$ cat config.mk
export PLATFORM = sky130hd
export DESIGN_NAME = ex_alu_muldiv
export DESIGN_NICKNAME = d
export VERILOG_FILES = /design/src/rtl/ex_alu_muldiv.sv
export SDC_FILE = /design/constraint.sdc
export NUM_CORES = 1
export LEC_CHECK = 0
export CAP_MARGIN = 30
export CORE_AREA = 2 2 146 148
export CTS_BUF_LIST = sky130_fd_sc_hd__clkbuf_16
export DETAILED_ROUTE_END_ITERATION = 6
export DIE_AREA = 0 0 148 150
export DONT_BUFFER_PORTS = 1
export PLACE_DENSITY = 0.67
export SETUP_SLACK_MARGIN = 0.2
export SYNTH_ARGS = -nofsm -noshare
export SYNTH_HDL_FRONTEND = slang
export SYNTH_SLANG_ARGS = --single-unit
export TNS_END_PERCENT = 1
$ cat constraint.sdc
create_clock -name i_clk -period 4.8 [get_ports i_clk]
set_input_delay 1.44 -clock i_clk [delete_from_list [all_inputs] [get_ports i_clk]]
set_output_delay 1.44 -clock i_clk [all_outputs]
set_load 0.01 [all_outputs]
$ cat src/rtl/ex_alu_muldiv.sv
// ex_alu_muldiv: registered EX-stage ALU with optional iterative MULT/DIV into HI/LO.
// Ports: i_clk, i_reset (sync, high); i_valid/o_ready request handshake; i_code funct;
//   i_data_1/i_data_2 operands; o_alu_result + o_valid one-cycle result pulse; o_busy.
// Build option: define IE_ALU_MULDIV_EN to add HI/LO, MFHI/MFLO and MULT/MULTU/DIV/DIVU.
module ex_alu_muldiv #(
  parameter int NB_DATA = 32,
  parameter int NB_OP   = 6
) (
  input  logic               i_clk,
  input  logic               i_reset,
  input  logic               i_valid,
  output logic               o_ready,
  input  logic [NB_OP-1:0]   i_code,
  input  logic [NB_DATA-1:0] i_data_1,
  input  logic [NB_DATA-1:0] i_data_2,
  output logic [NB_DATA-1:0] o_alu_result,
  output logic               o_valid,
  output logic               o_busy
);
  localparam int NB_SHAMT = $clog2(NB_DATA);

  localparam logic [NB_OP-1:0] OP_SLL  = NB_OP'(6'b000000);
  localparam logic [NB_OP-1:0] OP_SRL  = NB_OP'(6'b000010);
  localparam logic [NB_OP-1:0] OP_SRA  = NB_OP'(6'b000011);
  localparam logic [NB_OP-1:0] OP_ADD  = NB_OP'(6'b100000);
  localparam logic [NB_OP-1:0] OP_SUB  = NB_OP'(6'b100010);
  localparam logic [NB_OP-1:0] OP_AND  = NB_OP'(6'b100100);
  localparam logic [NB_OP-1:0] OP_OR   = NB_OP'(6'b100101);
  localparam logic [NB_OP-1:0] OP_XOR  = NB_OP'(6'b100110);
  localparam logic [NB_OP-1:0] OP_NOR  = NB_OP'(6'b100111);
  localparam logic [NB_OP-1:0] OP_SLT  = NB_OP'(6'b101010);
  localparam logic [NB_OP-1:0] OP_SLTU = NB_OP'(6'b101011);

  logic [NB_SHAMT-1:0] shamt;
  logic [NB_DATA-1:0]  alu_res;
  logic                accept;
  logic [NB_DATA-1:0]  result_q, result_d;
  logic                valid_q, valid_d;

`ifdef IE_ALU_MULDIV_EN
  localparam logic [NB_OP-1:0] OP_MFHI  = NB_OP'(6'b010000);
  localparam logic [NB_OP-1:0] OP_MFLO  = NB_OP'(6'b010010);
  localparam logic [NB_OP-1:0] OP_MULT  = NB_OP'(6'b011000);
  localparam logic [NB_OP-1:0] OP_MULTU = NB_OP'(6'b011001);
  localparam logic [NB_OP-1:0] OP_DIV   = NB_OP'(6'b011010);
  localparam logic [NB_OP-1:0] OP_DIVU  = NB_OP'(6'b011011);
  localparam int NB_CNT = $clog2(NB_DATA);

  typedef enum logic [1:0] {
    ST_IDLE,
    ST_RUN,
    ST_FIX
  } state_e;

  state_e               state_q, state_d;
  logic [NB_DATA-1:0]   hi_q, hi_d;
  logic [NB_DATA-1:0]   lo_q, lo_d;
  logic [NB_DATA-1:0]   opb_q, opb_d;
  logic [2*NB_DATA-1:0] work_q, work_d;
  logic [NB_CNT-1:0]    cnt_q, cnt_d;
  logic                 is_div_q, is_div_d;
  logic                 neg_res_q, neg_res_d;
  logic                 neg_rem_q, neg_rem_d;

  logic                 is_md, is_div_op, is_signed;
  logic                 sgn_1, sgn_2;
  logic [NB_DATA-1:0]   mag_1, mag_2;
  logic [NB_DATA:0]     mul_sum, rem_sh, rem_diff;
  logic                 div_ge;
  logic [NB_DATA-1:0]   rem_fix, quo_fix;
  logic [2*NB_DATA-1:0] prod_fix;
`endif

  assign shamt  = i_data_2[NB_SHAMT-1:0];
  assign accept = i_valid & o_ready;

  always_comb begin
    alu_res = '0;
    unique case (i_code)
      OP_ADD:  alu_res = i_data_1 + i_data_2;
      OP_SUB:  alu_res = i_data_1 - i_data_2;
      OP_AND:  alu_res = i_data_1 & i_data_2;
      OP_OR:   alu_res = i_data_1 | i_data_2;
      OP_XOR:  alu_res = i_data_1 ^ i_data_2;
      OP_NOR:  alu_res = ~(i_data_1 | i_data_2);
      OP_SRL:  alu_res = i_data_1 >> shamt;
      OP_SRA:  alu_res = NB_DATA'($signed(i_data_1) >>> shamt);
      OP_SLL:  alu_res = i_data_1 << shamt;
      OP_SLT:  alu_res = NB_DATA'($signed(i_data_1) < $signed(i_data_2));
      OP_SLTU: alu_res = NB_DATA'(i_data_1 < i_data_2);
`ifdef IE_ALU_MULDIV_EN
      OP_MFHI: alu_res = hi_q;
      OP_MFLO: alu_res = lo_q;
`endif
      default: alu_res = '0;
    endcase
  end

`ifdef IE_ALU_MULDIV_EN
  // Shared datapath: work_q holds {acc, multiplier} for mul
  // and {remainder, dividend/quotient} for div.
  always_comb begin
    is_md     = (i_code == OP_MULT) || (i_code == OP_MULTU) ||
                (i_code == OP_DIV)  || (i_code == OP_DIVU);
    is_div_op = (i_code == OP_DIV)  || (i_code == OP_DIVU);
    is_signed = (i_code == OP_MULT) || (i_code == OP_DIV);
    sgn_1     = is_signed & i_data_1[NB_DATA-1];
    sgn_2     = is_signed & i_data_2[NB_DATA-1];
    mag_1     = sgn_1 ? -i_data_1 : i_data_1;
    mag_2     = sgn_2 ? -i_data_2 : i_data_2;
    mul_sum   = {1'b0, work_q[2*NB_DATA-1:NB_DATA]} +
                (work_q[0] ? {1'b0, opb_q} : '0);
    rem_sh    = work_q[2*NB_DATA-1:NB_DATA-1];
    rem_diff  = rem_sh - {1'b0, opb_q};
    div_ge    = rem_sh >= {1'b0, opb_q};
    quo_fix   = neg_res_q ? -work_q[NB_DATA-1:0] : work_q[NB_DATA-1:0];
    rem_fix   = neg_rem_q ? -work_q[2*NB_DATA-1:NB_DATA]
                          : work_q[2*NB_DATA-1:NB_DATA];
    prod_fix  = neg_res_q ? -work_q : work_q;
  end
`endif

  always_comb begin
    result_d = result_q;
    valid_d  = 1'b0;
`ifdef IE_ALU_MULDIV_EN
    state_d   = state_q;
    hi_d      = hi_q;
    lo_d      = lo_q;
    opb_d     = opb_q;
    work_d    = work_q;
    cnt_d     = cnt_q;
    is_div_d  = is_div_q;
    neg_res_d = neg_res_q;
    neg_rem_d = neg_rem_q;
    unique case (state_q)
      ST_IDLE: begin
        if (accept && is_md) begin
          is_div_d  = is_div_op;
          cnt_d     = '0;
          neg_res_d = sgn_1 ^ sgn_2;
          neg_rem_d = sgn_1;
          state_d   = ST_RUN;
          if (!is_div_op) begin
            opb_d     = mag_1;
            work_d    = {{NB_DATA{1'b0}}, mag_2};
            neg_rem_d = 1'b0;
          end else if (i_data_2 == '0) begin
            // Nothing to iterate: preload the divide-by-zero answer.
            work_d    = {i_data_1, {NB_DATA{1'b1}}};
            neg_res_d = 1'b0;
            neg_rem_d = 1'b0;
            state_d   = ST_FIX;
          end else begin
            opb_d  = mag_2;
            work_d = {{NB_DATA{1'b0}}, mag_1};
          end
        end else if (accept) begin
          result_d = alu_res;
          valid_d  = 1'b1;
        end
      end
      ST_RUN: begin
        if (is_div_q) begin
          work_d = {(div_ge ? rem_diff[NB_DATA-1:0] : rem_sh[NB_DATA-1:0]),
                    work_q[NB_DATA-2:0], div_ge};
        end else begin
          work_d = {mul_sum, work_q[NB_DATA-1:1]};
        end
        cnt_d = cnt_q + 1'b1;
        if (cnt_q == NB_CNT'(NB_DATA-1)) begin
          state_d = ST_FIX;
        end
      end
      ST_FIX: begin
        if (is_div_q) begin
          hi_d = rem_fix;
          lo_d = quo_fix;
        end else begin
          {hi_d, lo_d} = prod_fix;
        end
        valid_d = 1'b1;
        state_d = ST_IDLE;
      end
      default: state_d = ST_IDLE;
    endcase
`else
    if (accept) begin
      result_d = alu_res;
      valid_d  = 1'b1;
    end
`endif
  end

  always_ff @(posedge i_clk) begin
    if (i_reset) begin
      result_q  <= '0;
      valid_q   <= 1'b0;
`ifdef IE_ALU_MULDIV_EN
      state_q   <= ST_IDLE;
      hi_q      <= '0;
      lo_q      <= '0;
      opb_q     <= '0;
      work_q    <= '0;
      cnt_q     <= '0;
      is_div_q  <= 1'b0;
      neg_res_q <= 1'b0;
      neg_rem_q <= 1'b0;
`endif
    end else begin
      result_q  <= result_d;
      valid_q   <= valid_d;
`ifdef IE_ALU_MULDIV_EN
      state_q   <= state_d;
      hi_q      <= hi_d;
      lo_q      <= lo_d;
      opb_q     <= opb_d;
      work_q    <= work_d;
      cnt_q     <= cnt_d;
      is_div_q  <= is_div_d;
      neg_res_q <= neg_res_d;
      neg_rem_q <= neg_rem_d;
`endif
    end
  end

  assign o_alu_result = result_q;
  assign o_valid      = valid_q;
`ifdef IE_ALU_MULDIV_EN
  assign o_ready = (state_q == ST_IDLE);
  assign o_busy  = ~o_ready;
`else
  assign o_ready = 1'b1;
  assign o_busy  = 1'b0;
`endif

endmodule

[Word-level counts from Yosys, hierarchy flattened]
Cells that the tools add are included.
Storage, ports and cells
  logic and storage cells: 26
  output and inout port bits: 35
  input port bits: 73
  register bits: 33
Operators by class
  $add $sub $neg: 2
  reduce and logical (&&, ||, !) cells: 1
  muxes and demuxes: 2
  eq/ne operators: 10
  bitwise gates (word level): 4
  magnitude comparators: 2
  shift operators: 3
Operator list (number)
  one-hot mux 32 bit (11 select lines): 1
  less-than comparator 32 bit: 2
  equality test 6 bit (second input constant): 8
  adder 32 bit: 1
  bitwise AND 32 bit: 1
  inverter 32 bit: 1
  bitwise OR 32 bit: 1
  left shift 32 x 5 -> 32 bit: 1
  >> shifter 32 x 5 -> 32 bit: 1
  >>> shifter 32 x 5 -> 32 bit: 1
  subtractor 32 bit: 1
  XOR 32 bit: 1
  equality test 6 x 2 -> 1 bit (second input constant): 2
  zero test 6 bit: 1
  2-to-1 mux 1 bit: 1

[Logic depth before layout (Yosys ltp)]
  depth after elaboration: 3
  mapped depth: 16
  mapped depth without buffers: 14

[Worst setup path before layout]
Ideal clock, no wire load.
  kind: input to register
  from: input port i_data_2[2]
  to: register result_q[26], in the netlist o_alu_result[26]
  data required time: 4.678 ns
  stages: 16
  data arrival time: 4.996 ns
  setup time: 0.122 ns
  path buffers: 4
  path slack: -0.318 ns
  cell sequence: inv_1 clkbuf_1 clkbuf_1 buf_1 ha_1 buf_6 a211o_1 a21oi_2 a21boi_1 or3b_4 a31o_4 a221oi_4 nor3_1 or3_1 a31oi_1 o21ai_1
Between the ends
  word-level cells in the longest chain between the ends: 2
  elaborated cells on any way between the ends: 6
  those cells by class: add/sub (2); shift (3); mux (1)
Ends and longest elaborated chain
  start: declaration: RTL line 15  | input logic [NB_DATA-1:0] i_data_2,
  subtractor 32 bit, or another cell as far along: RTL line 81  | OP_SUB: alu_res = i_data_1 - i_data_2;
  one-hot mux 32 bit (11 select lines) (*): RTL line 79  | unique case (i_code)
  end signal: assignment: RTL line 211  | result_q <= result_d;
  end: declaration: RTL line 37  | logic [NB_DATA-1:0] result_q, result_d;
Mark *: on every way between the ends. The rest lies on a longest branch, timed or not.
A chain may end at the register's enable or synchronous reset.

[Worst setup path after layout]
  from: input port i_data_1[11]
  to: register result_q[16], in the netlist o_alu_result[16]
Between the ends
  word-level cells in the longest chain between the ends: 2
  elaborated cells on any way between the ends: 6
  those cells by class: add/sub (2); shift (3); mux (1)
Ends and longest elaborated chain
  start: declaration: RTL line 14  | input logic [NB_DATA-1:0] i_data_1,
  subtractor 32 bit, or another cell as far along: RTL line 81
  one-hot mux 32 bit (11 select lines) (*): RTL line 79
Marks and branches as above.

==> results.md <==
* Status: finished clean
* Total Power at approximately 0.0017 W
* Hold Crit Depth at 2
* Crit Reg-Reg Endpoint: o_alu_result[30]
* Main synth FF type: dfxtp_1
* Number of library cell types mapped by synthesis at 84
* 1st-iter DRT viols at 1,704
* Vias per cell at ~7
* TritonCTS sink count at 33
* Synth Instances at roughly 1,600
* Fin crit period at ~4.6 ns
* Commonest non-fill, non-tap cell in the layout: nor2_1
* Number of synthesized flops with an enable pin at 0
* CTS max path bufs at 2
* Initial core utilization at 49.18%
* Setup-failing EPs final at 0
* Combinational share of power at roughly three fifths
* Most frequent cells in the layout: nor2_1 (190), nand2_1 (185), a21oi_1 (177)
* DR WL/cell at around 26 µm
* Fraction of layout cells with a size suffix above 1 at between 6 and 7%
* Fin nets at between 1,500 and 2,000
* First-pass GRT wire length at 70,120 µm
* Vias in the first global route at ~11,000
* Final HPWL DP at roughly 37,000 µm
* Core ar. at 20,690 µm²
* CTS H-tree lvls at 2
* Pleak at between 4 and 5 nW
* Hold Path End: o_alu_result[16]
* Hold Buf Count CTS at 0
* Max-slew violations at 0
* Number of remaining DRC errors at 0
* Hold path startpoint: o_alu_result[16]
* Tcrit/Tclk final at a little over nine tenths
* PwrDens at approximately 160 nW/µm²
* Die ar. at 22,200 µm²
* IO Pins at approximately 110
* Internal power at ~0.00092 W
* Total Neg Setup Slack at 0 ns
* CTS Buf Count at 5
* WS Path Type: in2reg
* CTS resizes at 0
* CP Launch Type: input pin
* FFs w/ async S/R, synth at 0%
* Max cap viols at 0
* Clock Skew at 0 ns
* Cell Area, Synth at about 10,000 µm²
* Syn avg cell area at approximately 6.4 µm²
* Post-route ant nets at 0
* Register area share after synthesis at 6.492%
* Net Sw Frac at roughly 45%
* #FFs+latches synth at 33
* FMAX at about 220 MHz
* Row cnt at 53
* Critical Path AT at 4.73 ns
* WP data required at 4.94 ns
* DRT Wirelength at between 40,000 and 50,000 µm
* Slew @ Worst Pin at 1.046 ns
* IO buf count at 0
* Psw at 0.0007668 W
* Crit-path max FO at 11
* Post-CTS setup buffers at 0
* Die Span X at 148 µm
* Worst-path clk slew at ~0.05 ns
* Synth warnings at 0
* Largest net degree at the start of global routing at ~120
* Clk_lat worst skew at ~0.28 ns
* GPL Wtd Cong at 1.110
* Reg2Reg Setup Slack at 3.12 ns
* Worst hold path type: reg2reg
* Worst VDD drop at roughly 0.00017 V
* Clk root buf: clkbuf_16
* CTS tree: built
* Setup crit end kind: register
* Antenna violations before repair at 1
* Clock share of power at 25.0%
* Pre-antenna DRT Iters at 7
* Area Overhead vs Synth at 3.504%
* Final core utilization at between 50% and 60%
* Slew HR at 28.48%
* RSZ-0062 raised after global routing: yes
* R2R depth at 7
* Worst Hold Slack at between 0.4 and 0.5 ns
* Total gr overflow at 0
* Gr usage total at roughly 41%
* Final Hold Fails at 0
* Register share of total power at roughly 17%
* Syn Nets at approximately 1,800
* Total number of vias at about 13,000
* Die H at 150 µm
* Worst reg2reg startpoint: o_alu_result[30]
cell usage after synthesis, drive strengths merged (7+ instances only):
library cell / count / area share, %
a2111oi: 8 / 0.93
a211oi: 40 / 3.0
a21o: 17 / 1.3
a21oi: 179 / 8.9
a221o: 12 / 1.2
a221oi: 22 / 2.1
a22o: 7 / 0.60
a311oi: 9 / 0.77
a31oi: 18 / 1.1
and2: 8 / 0.49
and3: 14 / 0.86
buf: 37 / 1.8
clkbuf: 91 / 3.4
dfxtp: 33 / 6.5
ha: 100 / 12
inv: 102 / 3.8
mux2: 9 / 1.0
mux2i: 56 / 5.5
mux4: 10 / 2.2
nand2: 185 / 6.8
nand2b: 17 / 1.0
nand3: 28 / 1.4
nand4: 15 / 0.92
nor2: 192 / 7.1
nor2b: 14 / 0.86
nor3: 31 / 1.5
nor4: 11 / 0.82
o2111ai: 9 / 0.77
o211ai: 33 / 2.4
o21a: 7 / 0.52
o21ai: 144 / 7.1
o21bai: 13 / 0.96
o221ai: 14 / 1.2
o22ai: 18 / 1.1
o31ai: 11 / 0.81
or3: 8 / 0.49
xnor2: 8 / 0.69
sequential cells by signal (all words and copies together), names as in the netlist:
| signal | count |
|---|---|
| o_alu_result | 32 |
| o_valid | 1 |
logic make-up after synthesis:
group | share of synthesized area (%)
compound gates | 38.76
simple gates | 23.48
buf+inv | 9.013
fa+ha+maj | 12.69
mux | 8.718
flops | 6.492
xor+xnor | 0.7747
other cells | 0.07380
metal layers:
layer	track usage, %	up-vias	part of all wire (%)	routed length, µm
met5	0	-	0	0
met2	61.62	983	41	19400
met3	10.40	198	14	6493
li1	-	5674	-	-
met4	23.33	0	7.1	3353
met1	53.47	5743	38	18060
worst max-delay path by stage:
stage	slack, ns	cells after the start	endpoint	from
4_1_cts	0.32	12	o_alu_result[22]	i_data_2[0]
6_report	0.21	14	o_alu_result[16]	i_data_1[11]
3_3_place_gp	0.07	12	o_alu_result[22]	i_data_2[0]
2_1_floorplan	0.14	16	o_alu_result[26]	i_data_2[2]
5_1_grt	0.12	12	o_alu_result[22]	i_data_2[0]
3_5_place_dp	0.05	12	o_alu_result[22]	i_data_2[0]
critical path: stages:
cell,delay (ns)
inv_1,0.05
ha_1,0.45
nor3_1,0.31
nand4_1,0.20
a311oi_1,0.58
buf_4,0.23
nor4_4,0.04
a21oi_2,0.27
buf_4,0.18
nor2_1,0.04
o21ai_0,0.14
o21ai_0,0.19
o21ai_0,0.51
nand2_1,0.09
power by group through the flow:
| stage | Combinational (W) | Clock, W | Sequential (W) |
|---|---|---|---|
| floorplan | 0.000728 | 0 | 0.000288 |
| global placement | 0.000935 | 0 | 0.000289 |
| detailed placement | 0.000934 | 0 | 0.000289 |
| CTS | 0.000939 | 0.000422 | 0.000283 |
| global route | 0.00105 | 0.000440 | 0.000283 |
| finish | 0.000984 | 0.000423 | 0.000283 |
cell type report:
cell class / count / area, µm²
fillers: 2217 / 10160
multi-input cells: 1331 / 8618
flip-flops and latches: 33 / 660.6
inverters: 105 / 394.1
well taps: 275 / 344.1
repair buffers: 43 / 322.8
clock buffers: 5 / 125.1
clock inverters: 3 / 65.06
diodes: 1 / 2.502
through the flow:
| stage | setup slack (ns) | area (µm²) | cells |
|---|---|---|---|
| floorplan | 0.1424 | 10190 | 1597 |
| global placement | 0.06603 | 10330 | 1787 |
| detailed placement | 0.04972 | 10330 | 1787 |
| CTS | 0.3190 | 10520 | 1795 |
| global route | 0.1152 | 10530 | 1795 |
| finish | 0.2146 | 10530 | 1796 |
(Power assumes the default switching activity.)
